### src/rtl/fifo_uart_tx.sv
// fifo_uart_tx: drains bytes from a show-ahead FIFO read port and sends each one
// as an asynchronous UART frame: start bit, data LSB first, optional parity, stop bit(s).
// Runs entirely in the FIFO read-clock domain. A new pop can happen in the last stop
// cycle, so back-to-back frames have no idle gap.
module fifo_uart_tx #(
    parameter int DATA_WIDTH = 8,
    parameter int CLK_DIV    = 16,
    parameter int PARITY_EN  = 0,
    parameter int PARITY_ODD = 0,
    parameter int STOP_BITS  = 1
) (
    input  logic                  clk,
    input  logic                  rst,
    input  logic                  tx_en,
    input  logic                  rempty,
    input  logic [DATA_WIDTH-1:0] rdata,
    output logic                  rinc,
    output logic                  tx,
    output logic                  busy,
    output logic                  frame_done
);

    localparam int BAUD_W = (CLK_DIV > 2) ? $clog2(CLK_DIV) : 1;
    localparam int BIT_W  = $clog2(DATA_WIDTH + STOP_BITS);

    localparam logic [BAUD_W-1:0] BAUD_LAST = BAUD_W'(CLK_DIV - 1);
    localparam logic [BIT_W-1:0]  DATA_LAST = BIT_W'(DATA_WIDTH - 1);
    localparam logic [BIT_W-1:0]  STOP_LAST = BIT_W'(STOP_BITS - 1);

    typedef enum logic [2:0] {
        IDLE,
        START,
        DATA,
        PARITY,
        STOP
    } state_t;

    state_t                state, state_d;
    logic [BAUD_W-1:0]     baud_cnt, baud_d;
    logic [BIT_W-1:0]      bit_cnt, bit_d;
    logic [DATA_WIDTH-1:0] shreg, shreg_d;
    logic                  par_bit, par_d;
    logic                  tx_d;
    logic                  baud_wrap;
    logic                  last_stop;
    logic                  pop;

    // Parity over the whole byte, inverted when odd parity is selected.
    function automatic logic parity_of(input logic [DATA_WIDTH-1:0] d);
        return (^d) ^ (PARITY_ODD != 0);
    endfunction

    // Next-state logic, pop strobe and the value tx takes on the next cycle.
    always_comb begin
        state_d    = state;
        baud_d     = baud_cnt;
        bit_d      = bit_cnt;
        shreg_d    = shreg;
        par_d      = par_bit;
        tx_d       = 1'b1;
        baud_wrap  = (baud_cnt == BAUD_LAST);
        last_stop  = (state == STOP) && baud_wrap && (bit_cnt == STOP_LAST);
        // Reset blocks the pop so an aborted cycle never consumes a FIFO entry.
        pop        = !rst && tx_en && !rempty && ((state == IDLE) || last_stop);

        if (state != IDLE) begin
            baud_d = baud_wrap ? '0 : baud_cnt + 1'b1;
        end

        case (state)
            IDLE: begin
            end
            START: begin
                if (baud_wrap) begin
                    state_d = DATA;
                    bit_d   = '0;
                end
            end
            DATA: begin
                if (baud_wrap) begin
                    shreg_d = shreg >> 1;
                    if (bit_cnt == DATA_LAST) begin
                        bit_d   = '0;
                        state_d = (PARITY_EN != 0) ? PARITY : STOP;
                    end else begin
                        bit_d = bit_cnt + 1'b1;
                    end
                end
            end
            PARITY: begin
                if (baud_wrap) begin
                    state_d = STOP;
                    bit_d   = '0;
                end
            end
            STOP: begin
                if (baud_wrap) begin
                    if (bit_cnt == STOP_LAST) begin
                        state_d = IDLE;
                    end else begin
                        bit_d = bit_cnt + 1'b1;
                    end
                end
            end
            default: begin
                state_d = IDLE;
            end
        endcase

        // A pop overrides the idle/stop exit and loads the next byte directly.
        if (pop) begin
            state_d = START;
            baud_d  = '0;
            bit_d   = '0;
            shreg_d = rdata;
            par_d   = parity_of(rdata);
        end

        case (state_d)
            START:   tx_d = 1'b0;
            DATA:    tx_d = shreg_d[0];
            PARITY:  tx_d = par_d;
            default: tx_d = 1'b1;
        endcase

        rinc       = pop;
        frame_done = last_stop && !rst;
        busy       = (state != IDLE);
    end

    // State, counters, shift register and the registered serial line.
    always_ff @(posedge clk) begin
        if (rst) begin
            state    <= IDLE;
            baud_cnt <= '0;
            bit_cnt  <= '0;
            shreg    <= '0;
            par_bit  <= 1'b0;
            tx       <= 1'b1;
        end else begin
            state    <= state_d;
            baud_cnt <= baud_d;
            bit_cnt  <= bit_d;
            shreg    <= shreg_d;
            par_bit  <= par_d;
            tx       <= tx_d;
        end
    end

endmodule

### config.mk
export PLATFORM = sky130hd
export DESIGN_NAME = fifo_uart_tx
export DESIGN_NICKNAME = d
export VERILOG_FILES = /design/src/rtl/fifo_uart_tx.sv
export SDC_FILE = /design/constraint.sdc
export NUM_CORES = 1
export LEC_CHECK = 0
export ABC_AREA = 1
export ABC_CLOCK_PERIOD_IN_PS = 1700
export CORE_MARGIN = 2
export CORE_UTILIZATION = 53
export DETAILED_ROUTE_END_ITERATION = 12
export PLACE_DENSITY = 0.78
export SLEW_MARGIN = 25
export SYNTH_ARGS = -nofsm -noshare
export SYNTH_HDL_FRONTEND = slang
export SYNTH_SLANG_ARGS = --single-unit
### constraint.sdc
create_clock -name clk -period 1.7 [get_ports clk]
set_input_delay 0.255 -clock clk [delete_from_list [all_inputs] [get_ports clk]]
set_output_delay 0.255 -clock clk [all_outputs]
set_load 0.01 [all_outputs]
Word-level counts from Yosys, hierarchy flattened

Cells that the tools add are included.

Bits in read-only memories: 0
Input bits: 12
Word-level logic and storage cells: 62
Bits in writable memories: 0
Output and inout bits: 4
Memories: 0
Register bits: 21
Bits in latches: 0

Shift operators: 0
Div/mod/pow operators: 0
$mul: 0
Muxes and demuxes: 20
Reduce and logical (&&, ||, !) cells: 20
Add/subtract/negate cells: 2
Magnitude comparators: 0
Equality and inequality tests: 13
Bitwise operators: 0

Operators by type and width:

| kind                | count |
|---|---|
| $mux 4              | 6 |
| $mux 8              | 3 |
| $mux 3              | 7 |
| $pmux 3 s5          | 1 |
| $eq 3x2->1 const B  | 4 |
| $pmux 4 s3          | 1 |
| $add 4x1->4 const B | 2 |
| $reduce_xor 8->1    | 1 |
| $eq 3x1->1 const B  | 2 |
| $logic_and 1x1->1   | 6 |
| $ne 2x2->1 const B  | 3 |
| $reduce_bool 3->1   | 2 |
| $reduce_and 5->1    | 1 |
| $eq 4x3->1 const B  | 1 |
| $eq 4x4->1 const B  | 1 |
| $logic_not 4->1     | 1 |
| $reduce_bool 2->1   | 2 |
| $reduce_or 2->1     | 2 |
| $eq 3x3->1 const B  | 1 |
| $logic_not 3->1     | 1 |
| $pmux 1 s3          | 1 |
| $logic_not 1->1     | 2 |
| $ne 2x1->1 const B  | 1 |
| $reduce_and 2->1    | 1 |
| 2 further kinds     | 2 |

Depth between registers and ports, before layout

Word-level depth: 8
Depth in mapped cells: 11
Depth with buffers taken out: 11

Worst setup path before layout

OpenSTA, ideal clock, no wires.

Path kind: reg2reg
Start: reg baud_cnt[0]
End: reg tx
Setup slack: 0.178 ns
Stages on the path, launching flop included: 11
Data required time: 1.577 ns
Arrival: 1.399 ns
Library setup time: 0.123 ns
Buffers on the path: 0
Clock period less this slack: 1.522 ns
Cell sequence: dfxtp_1 ha_1 nand3_4 nor2_4 nand2_2 nand2_4 nand2_4 inv_1 nand2_1 nand3_1 nand3_1

Cells in the longest elaborated chain, start to end: 8
Elaborated cells on any way between the ends: 19
Those cells by class: eq/ne (4); mux (11); reduce/logical (4)

RTL lines:

| item                                            | RTL line | source |
|---|---|---|
| start, declared                                 | 39       | `logic [BAUD_W-1:0] baud_cnt, baud_d;` |
| start signal, assigned                          | 142      | `baud_cnt <= baud_d;` |
| $eq 4x4->1 *                                    | 61       | `baud_wrap = (baud_cnt == BAUD_LAST);` |
| $logic_and 1x1->1 * (2 in a row)                | 62       | `last_stop = (state == STOP) && baud_wrap && (bit_cnt == STOP_LAST);` |
| $logic_or 1x1->1 *                              | 64       | `pop = !rst && tx_en && !rempty && ((state == IDLE) \|\| last_stop);` |
| $logic_and 1x1->1 *                             | 64       |  |
| via rinc                                        | 17       | `output logic rinc,` |
| $mux 3                                          | 111      | `if (pop) begin` |
| $eq 3x2->1 / $eq 3x1->1 (equally long branches) | 119      | `case (state_d)` |
| $pmux 1 s3 *                                    | 119      |  |
| end signal, assigned                            | 146      | `tx <= tx_d;` |
| end, declared                                   | 18       | `output logic tx,` |

The timed path passes the listed nets; every way through them passes the cells marked *. The select of a mux whose other input is x is not followed.
A chain may end at the register's enable or synchronous reset.

Worst setup path after layout

Start: reg bit_cnt[1]
End: out rinc

Cells in the longest elaborated chain, start to end: 4

RTL lines:

| item                   | RTL line | source |
|---|---|---|
| start, declared        | 40       | `logic [BIT_W-1:0] bit_cnt, bit_d;` |
| start signal, assigned | 143      | `bit_cnt <= bit_d;` |
| $logic_not 4->1        | 62       |  |
| $logic_and 1x1->1      | 62       |  |
| $logic_or 1x1->1       | 64       |  |
| $logic_and 1x1->1      | 64       |  |
| end, declared          | 17       |  |

No other way between the ends.

==> impl_results.md <==
* Power Density at 537 nW/µm²
* Outcome: complete, no violations
* Die Height at 54.4 µm
* Mux cell area share after synthesis at 0
* Io pins at 16
* DR WL/cell at 9.76 µm
* Compound-Gate Fraction of Synth Area at 0.144
* Clock slew at reported path FFs at 110 ps
* Syn_nets at 229
* Final Util at 0.713
* NumNets Final at 267
* VDD IR max at 0.000597 V
* FFs w/ async S/R, synth at 0
* All-layer global routing usage at 0.212
* Fin crit period at 1660 ps
* Area Overhead vs Synth at 28.8%
* Routed Antenna Nets at 0
* CP Data Arrival Time at 1400 ps
* Port Buf Inserts at 15
* Critical Path RT at 1440 ps
* HP Start: shreg[7]
* Clk_lat worst skew at 310 ps
* Yosys warning total at 0
* Finished Layout Cells at 281
* Syn Area/Cell at 6.30 µm²
* Inserted Clock Buffers at 3
* First-pass GRT wire length at 4550 µm
* Drt pass-1 iters at 4
* Simple-Gate Fraction of Synth Area at 0.404
* Maximum clock rate at 602 MHz
* Slew @ Worst Pin at 380 ps
* Yosys reg bits at 21
* Max Slew Vio Count at 0
* Largest family of logic cells by synthesized area: simple AND/OR/NAND/NOR gates
* Cells after Synth at 214
* Root buf cell: clkbuf_4
* Vias at 1347
* XOR/XNOR Fraction of Synth Area at 0
* Post-route clock period utilization at 0.976
* Clock sinks at 21
* Hold slack at 490 ps
* Final clock skew at 4.38 ps
* Max-cap violations at 0
* Placed wire-length estimate at 2110 µm
* Vias per cell at 4.79
* Slew margin rel. at 0.744
* Setup TNS at 0 ps
* Setup violators final at 0
* RR Startpoint: bit_cnt[1]
* Die W at 54.4 µm
* Post-Syn Area at 1350 µm²
* ANT cells at 0
* Overflow after GRT at 0
* GPL Wtd Cong at 0.845
* CTS max path bufs at 2
* CP max FO at 2
* Core area at 2430 µm²
* Final Power at 931 µW
* Share of the synthesized area in the top cell type at 0.312
* Synth area leaders: dfxtp_1, nand2_1, inv_1
* Placed Cells at 276
* Most used DFF post-synth: dfxtp_1
* Initial DRC Count at 30
* Vias in the first global route at 1108
* RSZ-0062 raised after global routing: yes
* Leak at 0.831 nW
* Layout cells sized above 1 at 0.231
* Hold/Removal Path Class: reg2reg
* Drc violations at 0
* Adder-cell area share of the yosys netlist at 0.0279
* Largest net degree at the start of global routing at 17
* Sequential area share after synthesis at 0.312
* Final WL at 2740 µm
* Fillers at 216
* Fin. Hold Viols at 0
* Largest area contributor in the netlist: dfxtp_1
* Initial Util at 0.554
* H-tree levels at 1
* Initial antenna violation count at 0
* Full die area at 2960 µm²
* Setup crit end kind: primary output
* Post-synthesis cell type count at 27
* CTS tree: done
* Setup crit start kind: flop
* Crit path kind: reg2out
* Crit. Startpoint: bit_cnt[1]
* # rows at 18
* Number of synthesized flops with an enable pin at 0
==> state kept, by name (all words and copies together), names as in the netlist <==
| register | flops |
|---|---|
| tx | 1 |
| par_bit | 1 |
| bit_cnt | 4 |
| baud_cnt | 4 |
| state | 3 |
| shreg | 8 |
==> worst paths after layout <==
path	to	slack [ps]	cells past startpoint
hold / removal	shreg[7]	490	2
setup / recovery	rinc	40	9
hold reg to reg	shreg[7]	490	2
setup reg to reg	bit_cnt[3]	80	11
==> layout by cell type (no fill, tap or decap), types with 4 or more instances in the layout <==
cell type,Yosys,final
nand2_2,4,4
clkdlybuf4s50_1,0,12
o21ai_0,5,5
a21oi_1,16,16
nand2_1,65,64
nand3_1,10,10
inv_1,32,29
dfxtp_2,0,5
dfxtp_1,21,16
buf_4,0,21
a211oi_2,5,5
nor2_1,31,30
inv_2,3,6
==> routing by layer <==
metal / part of all wire / GRT usage
met1: 0.53 / 0.305
met2: 0.43 / 0.317
met3: 0.033 / 0.0492
met4: 0.0069 / 0.0500
met5: 0 / 0
==> through the flow <==
stage	setup slack, ps	cell area (µm²)
final	40.1	1740
after global routing	-56.5	1740
after CTS	-2.45	1700
after detailed placement	-225	1670
after global placement	-210	1670
after floorplan	178	1350
==> cells in the mapped netlist (2+ instances only) <==
| library cell | number |
|---|---|
| inv_1 | 32 |
| nor2_1 | 31 |
| inv_2 | 3 |
| a211oi_2 | 5 |
| nor3_1 | 2 |
| nand2_1 | 65 |
| dfxtp_1 | 21 |
| a21oi_1 | 16 |
| ha_1 | 3 |
| nor2_4 | 2 |
| o21ai_0 | 5 |
| nand2_4 | 2 |
| nand2_2 | 4 |
| nand3_1 | 10 |
==> where the power goes <==
part           switching (mW)  leakage, nW  internal [mW]  total [mW]
sequential            0.00706        0.173          0.507       0.514
clock                   0.155       0.0150         0.0917       0.247
combinational          0.0925        0.643         0.0779       0.170
total                   0.255        0.831          0.677       0.931
==> cell families after synthesis <==
group	Yosys count
and+or+nand+nor	122
buffers and inverters	38
AOI/OAI and AO/OA	30
DFF	21
adders and majority gates	3
==> cell type report <==
| type | count | area [µm²] | area share |
|---|---|---|---|
| inverters | 35 | 131 | 0.0757 |
| clock buffers | 4 | 26.3 | 0.0151 |
| well taps | 30 | 37.5 | 0.0216 |
| flip-flops and latches | 21 | 427 | 0.246 |
| repair buffers | 36 | 303 | 0.174 |
| multi-input cells | 155 | 811 | 0.467 |
==> worst max-delay path, cell delays in order, from the launching register on <==
cell and delay [ps]:
dfxtp_2 340, inv_2 70, ha_4 140, nand2_4 60, nor2_4 110, nand2_2 80
nand2_4 80, nand2_4 50, inv_2 60, buf_6 90
==> timing repair <==
item	CTS	global route
resized for setup	16	9
setup endpoints to repair	5	8
pin swaps	1	4
hold buffers	0	0
buffers inserted	0	1
(Power assumes the default switching activity.)
==> variant: new RTL, same settings <==
The parameter `PARITY_EN` goes from 0 to 1.
--- a/src/rtl/fifo_uart_tx.sv
+++ b/src/rtl/fifo_uart_tx.sv
@@ -5,7 +5,7 @@
 module fifo_uart_tx #(
     parameter int DATA_WIDTH = 8,
     parameter int CLK_DIV    = 16,
-    parameter int PARITY_EN  = 0,
+    parameter int PARITY_EN  = 1,
     parameter int PARITY_ODD = 0,
     parameter int STOP_BITS  = 1
 ) (
Behaviour: same outputs for any inputs over 10 cycles, from zero or initial values and one cycle with rst high; that may be too few to reach the edited logic, so the function may still have changed.
==> variant against the original RTL <==
Setup slack gained 0.015 ns; total power grew 0.81%; first-iteration DRC count grew 17%; area after synthesis grew 1.6%; critical path depth is the same; largest power group unchanged; worst hold slack gained 0.016 ns; routed wire length grew 14%; sequential cell count is the same; cell area grew 1.9%; critical path type unchanged.
==> variant: results (changes against the original RTL) <==
- Hold Slack: 0.5065 ns (+0.01607 ns)
- Fillers: 220 (+1.9%)
- Final Wtd Congestion: 0.8840 (+4.6%)
- Fraction of registers with async set/reset: 0% (unchanged)
- Reg2reg setup slack: 0.13 ns (+0.05 ns)
- Post-synth cell types: 28 (+3.7%)
- Hold crit path type: reg -> reg
- Switching share of power: 28.16% (+0.83 points)
- Met3 Use GR: 2.459% (-2.5 points)
- Placed Instances: 279 (+1.1%)
- Comb power: 179 uW (+5%)
- Syn_nets: 234 (+2.2%)
- Port-buffer cells: 15 (unchanged)
- Dpl hpwl: 2308 um (+9.4%)
- Maximum vdd drop: 0.4117 mV (-31%)
- Most frequent cells after synthesis: nand2_1, nor2_1, inv_1, nand3_1, dfxtp_1
- P_leak: 0.8326 nW (+0.22%)
- Hold_sp: shreg[7]
- CP Launch Point: bit_cnt[0]
- Max Clock Skew: 0.007445 ns (+0.003069 ns)
- GR Util All Layers: 23.49% (+2.3 points)
- WL per Instance: 10.92 um (+12%)
- Non-Filler Instances: 286 (+1.8%)
- First-pass GRT wire length: 4940 um (+8.6%)
- H-tree levels: 1 (unchanged)
- Seq/Total Area, Yosys: 30.71% (-0.48 points)
- Clock Path Buffers: 2 (unchanged)
- Max-slew headroom: 74.32% (-0.087 points)
- Share of cells above drive strength 1: 23.44% (+0.33 points)
- Predominant post-synthesis flop cell: dfxtp_1
- Crit Path Max Fanout: 3 (+1)
- Vias in the first global route: 1226 (+11%)
- DP Worst Slack: -0.3238 ns (-0.09859 ns)
- Total number of vias: 1438 (+6.8%)
- Top post-synthesis cells by area: dfxtp_1, nand2_1, nand3_1, nor2_1, inv_1
- Clk slew on worst S/H paths: approximately 0.12 ns
- Initial antenna violation count: 0 (unchanged)
- Largest net degree at the start of global routing: 13 (-4)
- DR pass1 iterations: 4 (unchanged)
- Crit path arrival time: 1.39 ns
- Max Clk Rate: 607.8 MHz (+0.89%)
- ANT cells: 0 (unchanged)
- # nets final: 272 (+1.9%)
- 1st-iter DRT viols: 35 (+17%)
- Cells after Synth: 219 (+2.3%)
- CTS buffer count: 3 (unchanged)
- Seq pwr: 514 uW (about the same)
- Met2 usage: 42.46% (+11 points)
- Met1 Use GR: 27.17% (-3.3 points)
- Status: finished clean
==> variant: changes by cell type after synthesis, sizes merged, moves of 2 or more <==
cell	delta
nand2	+13
nand3	+12
inv	-9
nor2	-7
a211oi	-5
nor3	+3
o21ai	-3
xnor2	+2
==> variant: timing repair <==
item                                    4_1_cts  5_1_grt
gates cloned                                  0        0
setup buffers                                 1        2
resized for setup                            20       11
pin swaps                                     3        4
endpoints found under the setup margin        3       13
==> variant: layer usage <==
layer	wire, um	share of wire, %	vias up
met5	0	0	-
met4	55	1.8	0
met3	83	2.7	5
met2	1620	52	20
met1	1365	44	647
li1	-	-	766
==> variant: through the flow <==
step	total power, mW	area [um^2]	util, %
after detailed placement	0.7031	1662	67.69
final	0.9387	1769	72.07
after CTS	0.9504	1710	69.67
after global routing	0.9967	1769	72.07
after global placement	0.6997	1662	67.69
after floorplan	0.6321	1369	-
==> variant: worst max-delay path: stages (launching register included) <==
cell     delay [ns]
dfxtp_2        0.35
inv_2          0.07
ha_4           0.14
nand2_2        0.06
nor2_4         0.11
nand2_4        0.08
nand2_4        0.08
nand2_4        0.06
inv_4          0.06
buf_6          0.09
==> variant: final timing paths <==
kind                       to  depth (start not counted)
setup / recovery         rinc                          9
hold / removal       shreg[7]                          2
setup reg to reg  baud_cnt[0]                         10
hold reg to reg      shreg[7]                          2
==> variant: layout make-up <==
type	count	area, um^2	share of cell area, %
inverters	27	108.9	6.153
clock buffers	3	22.52	1.273
clock inverters	1	5.005	0.2829
well taps	30	37.54	2.122
flip-flops and latches	21	431.7	24.40
multi-input cells	169	868.3	49.08
repair buffers	35	295.3	16.69
==> variant: cells by family after synthesis <==
family | synth area share, %
simple gates | 48.17
buf+inv | 9.506
flops | 30.71
compound gates | 7.587
fa+ha+maj | 2.743
xor+xnor | 1.280
